`src/rtl/esm_pkg.sv`:
```
// Shared definitions for the ESM slot allocator.
// Provides the default buffer depth, the matching index/count widths and typedefs for the
// default configuration.
package esm_pkg;

  localparam int unsigned EsmBs     = 16;
  localparam int unsigned EsmBsBits = $clog2(EsmBs);

  // Slot index and free-count types for the default depth.
  typedef logic [EsmBsBits-1:0] esm_idx_t;
  typedef logic [EsmBsBits:0]   esm_cnt_t;

endpackage

```
`src/rtl/esm_free_fifo.sv`:
```
// Circular FIFO of free slot indices.
// On reset or flush the storage is loaded with the identity sequence 0..Bs-1 and the FIFO is
// full. One push and one pop may occur in the same cycle; the caller guarantees no pop when
// empty and no push when full.
// Ports:
//   clk_i, rst_i      clock, asynchronous active-high reset
//   flush_i           synchronous reload of the reset contents (overrides push/pop)
//   push_i/push_idx_i append an index at the tail
//   pop_i             advance the head
//   head_idx_o        index at the head
//   count_o           number of indices held, 0..Bs
module esm_free_fifo
  import esm_pkg::*;
#(
  parameter int unsigned Bs = EsmBs,
  localparam int unsigned BsBits = $clog2(Bs)
) (
  input  logic              clk_i,
  input  logic              rst_i,
  input  logic              flush_i,
  input  logic              push_i,
  input  logic [BsBits-1:0] push_idx_i,
  input  logic              pop_i,
  output logic [BsBits-1:0] head_idx_o,
  output logic [BsBits:0]   count_o
);

  logic [BsBits-1:0] fifo_q [Bs];
  logic [BsBits-1:0] fifo_d [Bs];
  logic [BsBits-1:0] head_q, head_d;
  logic [BsBits-1:0] tail_q, tail_d;
  logic [BsBits:0]   count_q, count_d;

  always_comb begin
    fifo_d  = fifo_q;
    head_d  = head_q;
    tail_d  = tail_q;
    count_d = count_q;
    if (flush_i) begin
      for (int i = 0; i < Bs; i++) begin
        fifo_d[i] = BsBits'(i);
      end
      head_d  = '0;
      tail_d  = '0;
      count_d = (BsBits + 1)'(Bs);
    end else begin
      if (push_i) begin
        fifo_d[tail_q] = push_idx_i;
        tail_d         = tail_q + 1'b1;
      end
      if (pop_i) begin
        head_d = head_q + 1'b1;
      end
      unique case ({push_i, pop_i})
        2'b10:   count_d = count_q + 1'b1;
        2'b01:   count_d = count_q - 1'b1;
        default: count_d = count_q;
      endcase
    end
  end

  always_ff @(posedge clk_i or posedge rst_i) begin
    if (rst_i) begin
      for (int i = 0; i < Bs; i++) begin
        fifo_q[i] <= BsBits'(i);
      end
      head_q  <= '0;
      tail_q  <= '0;
      count_q <= (BsBits + 1)'(Bs);
    end else begin
      fifo_q  <= fifo_d;
      head_q  <= head_d;
      tail_q  <= tail_d;
      count_q <= count_d;
    end
  end

  assign head_idx_o = fifo_q[head_q];
  assign count_o    = count_q;

endmodule

```
`src/rtl/esm_slot_allocator.sv`:
```
// ESM buffer slot allocator: grants free slot indices to dispatch and reclaims slots released
// by the issue side. Free slots are kept in FIFO order; an occupancy bitmap validates releases.
// Optional feature: ESM_ALLOC_BYPASS_EN - when the free list is empty, a legal release is
// offered combinationally as the grant in the same cycle (handed straight over if
// alloc_valid_i is high).
// Ports:
//   clk_i, rst_i                 clock, asynchronous active-high reset
//   alloc_valid_i                dispatch requests a slot
//   alloc_ready_o/alloc_index_o  a slot is free / index of that slot
//   rel_valid_i/rel_index_i      issue side returns a slot
//   flush_i                      return every slot to the free list
//   free_count_o                 free slots, 0..bs
//   occupied_o                   per-slot allocated flags
//   rel_err_o                    one-cycle pulse after an illegal release
module esm_slot_allocator
  import esm_pkg::*;
#(
  parameter int unsigned bs = EsmBs,
  localparam int unsigned bs_bits = $clog2(bs)
) (
  input  logic               clk_i,
  input  logic               rst_i,
  input  logic               alloc_valid_i,
  output logic               alloc_ready_o,
  output logic [bs_bits-1:0] alloc_index_o,
  input  logic               rel_valid_i,
  input  logic [bs_bits-1:0] rel_index_i,
  input  logic               flush_i,
  output logic [bs_bits:0]   free_count_o,
  output logic [bs-1:0]      occupied_o,
  output logic               rel_err_o
);

  logic [bs-1:0]      occupied_q, occupied_d;
  logic               rel_err_q, rel_err_d;
  logic [bs_bits-1:0] head_idx;
  logic [bs_bits:0]   count;
  logic               empty;
  logic               rel_legal;
  logic               bypass_avail;
  logic               handover;
  logic               push;
  logic               pop;

  assign empty     = (count == '0);
  // A slot being granted this cycle is not yet occupied, so releasing it is illegal.
  assign rel_legal = rel_valid_i & occupied_q[rel_index_i];

`ifdef ESM_ALLOC_BYPASS_EN
  assign bypass_avail = empty & rel_legal;
  assign handover     = bypass_avail & alloc_valid_i;
`else
  assign bypass_avail = 1'b0;
  assign handover     = 1'b0;
`endif

  assign alloc_ready_o = ~empty | bypass_avail;
  assign alloc_index_o = bypass_avail ? rel_index_i : head_idx;

  // A handed-over slot never touches the FIFO and stays occupied.
  assign pop  = alloc_valid_i & ~empty & ~flush_i;
  assign push = rel_legal & ~handover & ~flush_i;

  always_comb begin
    occupied_d = occupied_q;
    rel_err_d  = 1'b0;
    if (flush_i) begin
      occupied_d = '0;
    end else begin
      if (pop) begin
        occupied_d[head_idx] = 1'b1;
      end
      if (push) begin
        occupied_d[rel_index_i] = 1'b0;
      end
      rel_err_d = rel_valid_i & ~rel_legal;
    end
  end

  always_ff @(posedge clk_i or posedge rst_i) begin
    if (rst_i) begin
      occupied_q <= '0;
      rel_err_q  <= 1'b0;
    end else begin
      occupied_q <= occupied_d;
      rel_err_q  <= rel_err_d;
    end
  end

  esm_free_fifo #(
    .Bs (bs)
  ) u_free_fifo (
    .clk_i      (clk_i),
    .rst_i      (rst_i),
    .flush_i    (flush_i),
    .push_i     (push),
    .push_idx_i (rel_index_i),
    .pop_i      (pop),
    .head_idx_o (head_idx),
    .count_o    (count)
  );

  assign free_count_o = count;
  assign occupied_o   = occupied_q;
  assign rel_err_o    = rel_err_q;

endmodule

```
`config.mk`:
```
export PLATFORM = sky130hd
export DESIGN_NAME = esm_slot_allocator
export DESIGN_NICKNAME = d
export VERILOG_FILES = /design/src/rtl/esm_pkg.sv /design/src/rtl/esm_free_fifo.sv /design/src/rtl/esm_slot_allocator.sv
export SDC_FILE = /design/constraint.sdc
export NUM_CORES = 1
export LEC_CHECK = 0
export CORE_MARGIN = 2
export CORE_UTILIZATION = 40
export CTS_CLUSTER_DIAMETER = 120
export DETAILED_ROUTE_END_ITERATION = 10
export GPL_ROUTABILITY_DRIVEN = 1
export PLACE_DENSITY = 0.59
export SYNTH_ARGS = -nofsm -noshare
export SYNTH_HDL_FRONTEND = slang
export SYNTH_HIERARCHICAL = 1
export SYNTH_SLANG_ARGS = --single-unit
```
`constraint.sdc`:
```
create_clock -name clk_i -period 7.5 [get_ports clk_i]
set_clock_uncertainty 0.1 [all_clocks]
set_input_delay 2.25 -clock clk_i [delete_from_list [all_inputs] [get_ports clk_i]]
set_output_delay 2.25 -clock clk_i [all_outputs]
set_load 0.005 [all_outputs]
```
# --- After elaboration in Yosys (flattened, before gate mapping) ---
# Cells that the tools add are included.
classes:
  n_addsub: 4
  n_lt_le_gt_ge: 7
  n_eq_ne: 2
  n_mux: 25
  n_bitwise: 13
  reduce_logical: 7
op_table:
  columns: ["op", "n"]
  rows:
  - ["64-bit 2-to-1 mux", 2]
  - ["64-bit bitwise mux", 1]
  - ["16-bit 2-to-1 mux", 4]
  - ["4-bit 2-to-1 mux", 7]
  - ["16-bit bitwise AND", 1]
  - ["4-bit binary-select mux with 4-bit select", 1]
  - ["4-bit demux with 4-bit select", 1]
  - ["16-bit inverter", 1]
  - ["16-bit bitwise OR", 1]
  - ["5-bit greater-or-equal comparator, second input constant", 2]
  - ["4-bit by 5-bit < comparator with 1-bit output, second input constant", 2]
  - ["4-bit inverter with 5-bit output", 2]
  - ["5-bit case mux with 2 select lines", 1]
  - ["4-bit by 1-bit adder with 4-bit output, second input constant", 2]
  - ["1-bit demux with 4-bit select", 2]
  - ["4-bit by 1-bit greater-or-equal comparator with 1-bit output, second input constant", 2]
  - ["5-bit by 1-bit adder with 5-bit output, second input constant", 1]
  - ["1-bit bitwise AND", 5]
  - ["5-bit zero test", 1]
  - ["5-bit by 1-bit < comparator with 1-bit output, second input constant", 1]
  - ["5-bit 2-to-1 mux", 1]
  - ["5-bit by 1-bit subtractor with 5-bit output, second input constant", 1]
  - ["1-bit binary-select mux with 4-bit select", 1]
  - ["1-bit 2-to-1 mux", 4]
  - ["6 further kinds", 11]
word_totals:
  regBits: 94
  in_bits: 9
  out_inout_bits: 27
  elab_cells: 79

# --- Longest topological paths before layout ---
depth:
  word_depth: 14
  depth_mapped: 12

# --- Modules after synthesis ---
# The synthesis kept the hierarchy.
modules_own_cells:
  columns: ["module", "instances", "cells_per_inst", "area_each_um2", "seq_area_each_um2"]
  rows:
  - ["esm_free_fifo", 1, 364, 4030.1, 1968.1]
  - ["esm_slot_allocator", 1, 124, 1241.2, 425.4]

# --- Worst setup path after synthesis ---
# Ideal clock, no wire load.
synth_timing:
  path_type: "in2reg"
  from: "input port rel_index_i[3]"
  to: "register u_free_fifo.count_q[2], in the netlist u_free_fifo/count_o[2]"
  t_arrival_ns: 4.507
  t_required_ns: 7.268
  slack_ns: 2.761
  path_stages: 12
  cell_sequence: "buf_6 -> mux4_1 -> mux2_2 -> a211o_1 -> buf_2 -> nand2b_2 -> xnor2_1 -> ha_1 -> nor2_1 -> a22oi_1 -> xor2_1 -> nor2_1"
synth_via:
  elab_chain_len: 7
  elab_cells_between_ends: 9
synth_lines:
  columns: ["item", "line_no", "text"]
  rows:
  - ["start, declared", "esm_slot_allocator.sv:27", "input logic [bs_bits-1:0] rel_index_i,"]
  - ["1-bit binary-select mux with 4-bit select *", "esm_slot_allocator.sv:47", "assign rel_legal = rel_valid_i & occupied_q[rel_index_i];"]
  - ["1-bit 2-to-1 mux (not written as such) *", "esm_slot_allocator.sv:47", null]
  - ["1-bit bitwise AND *", "esm_slot_allocator.sv:47", null]
  - ["1-bit bitwise AND *", "esm_slot_allocator.sv:62", "assign push = rel_legal & ~handover & ~flush_i;"]
  - ["via push", "esm_slot_allocator.sv:42", "logic push;"]
  - ["2-bit by 1-bit == test with 1-bit output / 2-bit == test (equally long branches)", "esm_free_fifo.sv:54", "unique case ({push_i, pop_i})"]
  - ["5-bit case mux with 2 select lines", "esm_free_fifo.sv:54", null]
  - ["5-bit 2-to-1 mux", "esm_free_fifo.sv:39", "if (flush_i) begin"]
  - ["end signal, assigned", "esm_free_fifo.sv:69", "count_q <= (BsBits + 1)'(Bs);"]
  - ["end signal, assigned", "esm_free_fifo.sv:74", "count_q <= count_d;"]
  - ["end, declared", "esm_free_fifo.sv:32", "logic [BsBits:0] count_q, count_d;"]
# Mark *: on every way through the listed nets, which the timed path passes. The rest lies on a longest branch. The select of a mux whose other input is x is not followed.
# A chain may end at the register's enable or synchronous reset.

# --- Worst setup path in the final report ---
layout_timing:
  from: "input port rel_index_i[3]"
  to: "register u_free_fifo.count_q[4], in the netlist u_free_fifo/count_o[4]"
# The elaborated chain is that of the path after synthesis.

==> summary.md <==
| Metric | Value |
|---|---|
| Power per cell area | 180.0 mW/mm^2 |
| ANT cells | 0 |
| RSZ-0062 raised after global routing | false |
| Die Span X | about 120 um |
| Buf/Inv on CP | 1 |
| Crit path largest cell delay | 920 ps |
| Leak | 2.556 nW |
| Most common cell after layout, fill and taps aside | nor2_1 |
| Count of hold-fix buffers inserted at cts | 0 |
| Post-cts gate resize count | 0 |
| Vias in the first global route | around 3,800 |
| Crit-path max FO | 18 |
| Via density per instance | slightly below 6 |
| Syn avg cell area | around 11 um^2 |
| Prevailing post-synth register cell | dfrtp_1 |
| #FFs+latches synth | 94 |
| GP Congestion | slightly above 0.8 |
| Critical Path, Cell by Cell | clkdlybuf4s50_1 > mux4_1 > mux2_2 > a211o_1 > nand2b_2 > xnor2_1 > ha_1 > nor2_1 > o21ai_0 > o211ai_1 > nor2b_1 |
| Status | complete, no violations |
| Highest metal used | met4 |
| Max IR drop VDD | approximately 0.096 mV |
| Mapped Nets | about 500 |
| Critical path data arrival time | approximately 6000 ps |
| # Post-CTS Setup Buffers | 0 |
| # IOs | 36 |
| CP max-delay cell | clkdlybuf4s50_1 |
| Sequential-to-total area share from yosys stat | a little under half |
| WL met2 | between 5000 and 6000 um |
| Post-Syn Area | approximately 0.0053 mm^2 |
| 1st-iter DRT viols | approximately 330 |
| Initial Util | between 40% and 50% |
| Share of post-route cells with drive strength above 1 | approximately an eighth |
| Routed Antenna Nets | 0 |
| Area of the multi-input gates | 0.002649 mm^2 |
| Length of the first detailed-routing pass in iterations | 5 |
| Worst Max-Slew Pin Slew | about 1100 ps |
| Setup TNS | 0 ps |
| CTS H-Tree Depth | 3 |
| Comb power frac | under 10% |
| Max Clock Freq | between 150 and 200 MHz |
| Total grt overflow | 0 |
| Area grow syn2layout | 13.27% |
| Post-synth EDFFs | 0 |
| First-pass GRT wire length | 21,220 um |
| # Max-Cap Violations | 0 |
| Clk_lat worst skew | between 300 and 400 ps |
| CP endpoint kind | register |
| Min-delay worst type | register to register |
| Setup WS pre-CTS | approximately 1300 ps |
| CTS root buf | clkbuf_16 |
| FF/Latch Area | around 0.0024 mm^2 |
| Internal cell power | 788.3 uW |
| Via Count | slightly below 4,000 |
| Antenna violations before repair | 0 |
| Nets | roughly 520 |
| Setup Crit Path Kind | input pin to register |
| Ys async rst share | 100.0% |
| DIE AREA | around 0.014 mm^2 |
| Num Clock Sinks | 94 |
| Sw Pwr | between 200 and 300 uW |
| Cts bufs inserted | 9 |
| # setup viols final | 0 |
| CTS tree | done |
| Residual DRC count | 0 |
| Area of the core | about 0.013 mm^2 |
| Worst setup margin | about 1600 ps |
| Wire length on met1 | between 6000 and 7000 um |
| Most frequent cells in the layout | 91 x nor2_1, 61 x dfrtp_1, 34 x clkdlybuf4s50_1 |
| Routed wl met3 | 582 um |
| Max Root-Sink Buffers | 2 |
| Fill count | ~1,200 |
| Clock transition at path regs | 70 ps |
| FP Rows | 41 |
| Final HPWL DP | between 8000 and 9000 um |
| Max-slew headroom | just under 30% |
| Global-route usage over all layers | 19.16% |
| Cells after synthesis | between 400 and 500 |
| Pin count of the biggest net entering global routing | 84 |
| Type of element launching the critical path | input pin |
| Crit path time final | 5865 ps |
| Fin crit share | between 70% and 80% |
| Routed wire length | 12,770 um |
| Distinct cell type count after synthesis | 55 |
| Hold violation count in the final report | 0 |
| Drt wl/cell | between 15 and 20 um |
| Slew Limit Fails | 0 |
| Die Ht | roughly 120 um |
| Part of the power in registers | between 40% and 50% |
| Clock power frac | roughly two fifths |
| CP top delay family | compound AO/OA/AOI/OAI gates |
| Net Sw Frac | 26.66% |
| PortBufs | 35 |
| Ys Warns | 6 |
| CP required | between 7000 and 8000 ps |
## per-stage QoR
stage                     hold WS [ps]  cells  cell area, um^2  util [%]  total power [mW]
after floorplan                  354.2    488             5271         -            0.6082
after global placement           372.3    666             5689     44.72            0.6423
after detailed placement         373.9    666             5689     44.72            0.6443
after CTS                        388.8    682             5971     46.93             1.091
after global routing             419.2    682             5971     46.93             1.128
final                            386.5    682             5971     46.93             1.075
## routing by layer
layer	GRT usage, %	vias up
met5	0	-
met4	7.143	0
met3	3.378	20
met2	28.09	119
met1	28.23	1990
li1	-	1829
## power by group through the flow
stage | combinational, mW | clock, mW | sequential (mW)
final | 0.102 | 0.440 | 0.533
after global routing | 0.112 | 0.481 | 0.535
after CTS | 0.102 | 0.455 | 0.533
after detailed placement | 0.102 | 0 | 0.542
after global placement | 0.101 | 0 | 0.542
after floorplan | 0.0762 | 0 | 0.532
## worst paths after layout
path / startpoint / to / slack, ps / depth (start not counted)
max: rel_index_i[3] / u_free_fifo/count_o[4]$_DFFE_PP1P_ / 1640 / 11
min: u_free_fifo/fifo_q[2]$_DFFE_PP1P_ / u_free_fifo/fifo_q[2]$_DFFE_PP1P_ / 390 / 2
max reg2reg: u_free_fifo/head_q[0]$_DFFE_PP0P_ / occupied_o[8]$_DFF_PP0_ / 3960 / 6
min reg2reg: u_free_fifo/fifo_q[2]$_DFFE_PP1P_ / u_free_fifo/fifo_q[2]$_DFFE_PP1P_ / 390 / 2
max in group asynchronous: rst_i / u_free_fifo/fifo_q[3]$_DFFE_PP1P_ / 3930 / 3
min in group asynchronous: rst_i / occupied_o[8]$_DFF_PP0_ / 2260 / 2
## Yosys cell counts (3+ instances only)
| cell type | n | area (um^2) |
|---|---|---|
| nor2_1 | 91 | 341.6 |
| dfrtp_1 | 61 | 1526 |
| dfstp_2 | 33 | 867.1 |
| mux2i_1 | 31 | 310.3 |
| nand2_1 | 30 | 112.6 |
| a211o_1 | 29 | 254.0 |
| a22oi_1 | 20 | 150.1 |
| mux4_1 | 20 | 525.5 |
| clkbuf_1 | 17 | 63.81 |
| a21oi_1 | 16 | 80.08 |
| nor2b_1 | 16 | 100.1 |
| buf_2 | 10 | 50.05 |
| inv_1 | 10 | 37.54 |
| o211ai_1 | 9 | 67.56 |
| o2111ai_1 | 8 | 70.07 |
| ha_1 | 7 | 87.58 |
| nand3_1 | 6 | 30.03 |
| o21ai_0 | 6 | 30.03 |
| nand4_1 | 5 | 31.28 |
| nor3_1 | 5 | 25.02 |
| xor2_1 | 5 | 43.79 |
| xnor2_1 | 4 | 35.03 |
| and2_1 | 3 | 18.77 |
| and3b_1 | 3 | 26.28 |
| buf_6 | 3 | 33.78 |
| clkinv_1 | 3 | 11.26 |
## state kept, by name, indices dropped and copies added, names as in the netlist
| name | count |
|---|---|
| u_free_fifo/tail_q | 4 |
| rel_err_o | 1 |
| u_free_fifo/head_q | 4 |
| occupied_o | 16 |
| u_free_fifo/count_o | 5 |
| u_free_fifo/fifo_q | 64 |
## cells by family (layout without fill, tap and decap cells)
| group | after synthesis | after routing | synth area share [%] |
|---|---|---|---|
| AO/OA/AOI/OAI | 95 | 95 | 13.46 |
| buffers and inverters | 47 | 69 | 4.344 |
| multiplexers | 54 | 54 | 16.92 |
| flip-flops | 94 | 94 | 45.41 |
| adder cells (fa/ha/maj) | 7 | 7 | 1.661 |
| XOR/XNOR | 9 | 9 | 1.495 |
| AND/OR/NAND/NOR | 182 | 182 | 16.71 |
## layout make-up
| class | count | area share (%) |
|---|---|---|
| clock buffer | 9 | 3.772 |
| clock inverter | 7 | 0.9430 |
| inverter | 13 | 0.8173 |
| multi-input combinational | 347 | 44.36 |
| sequential | 94 | 40.09 |
| tap | 172 | 3.604 |
| timing repair buffer | 40 | 6.412 |
## worst min-delay path, stage by stage (launching register included)
cell     delay, ps
dfstp_2        370
nand2_1         40
o21ai_0         70
(Power assumes the default switching activity.)
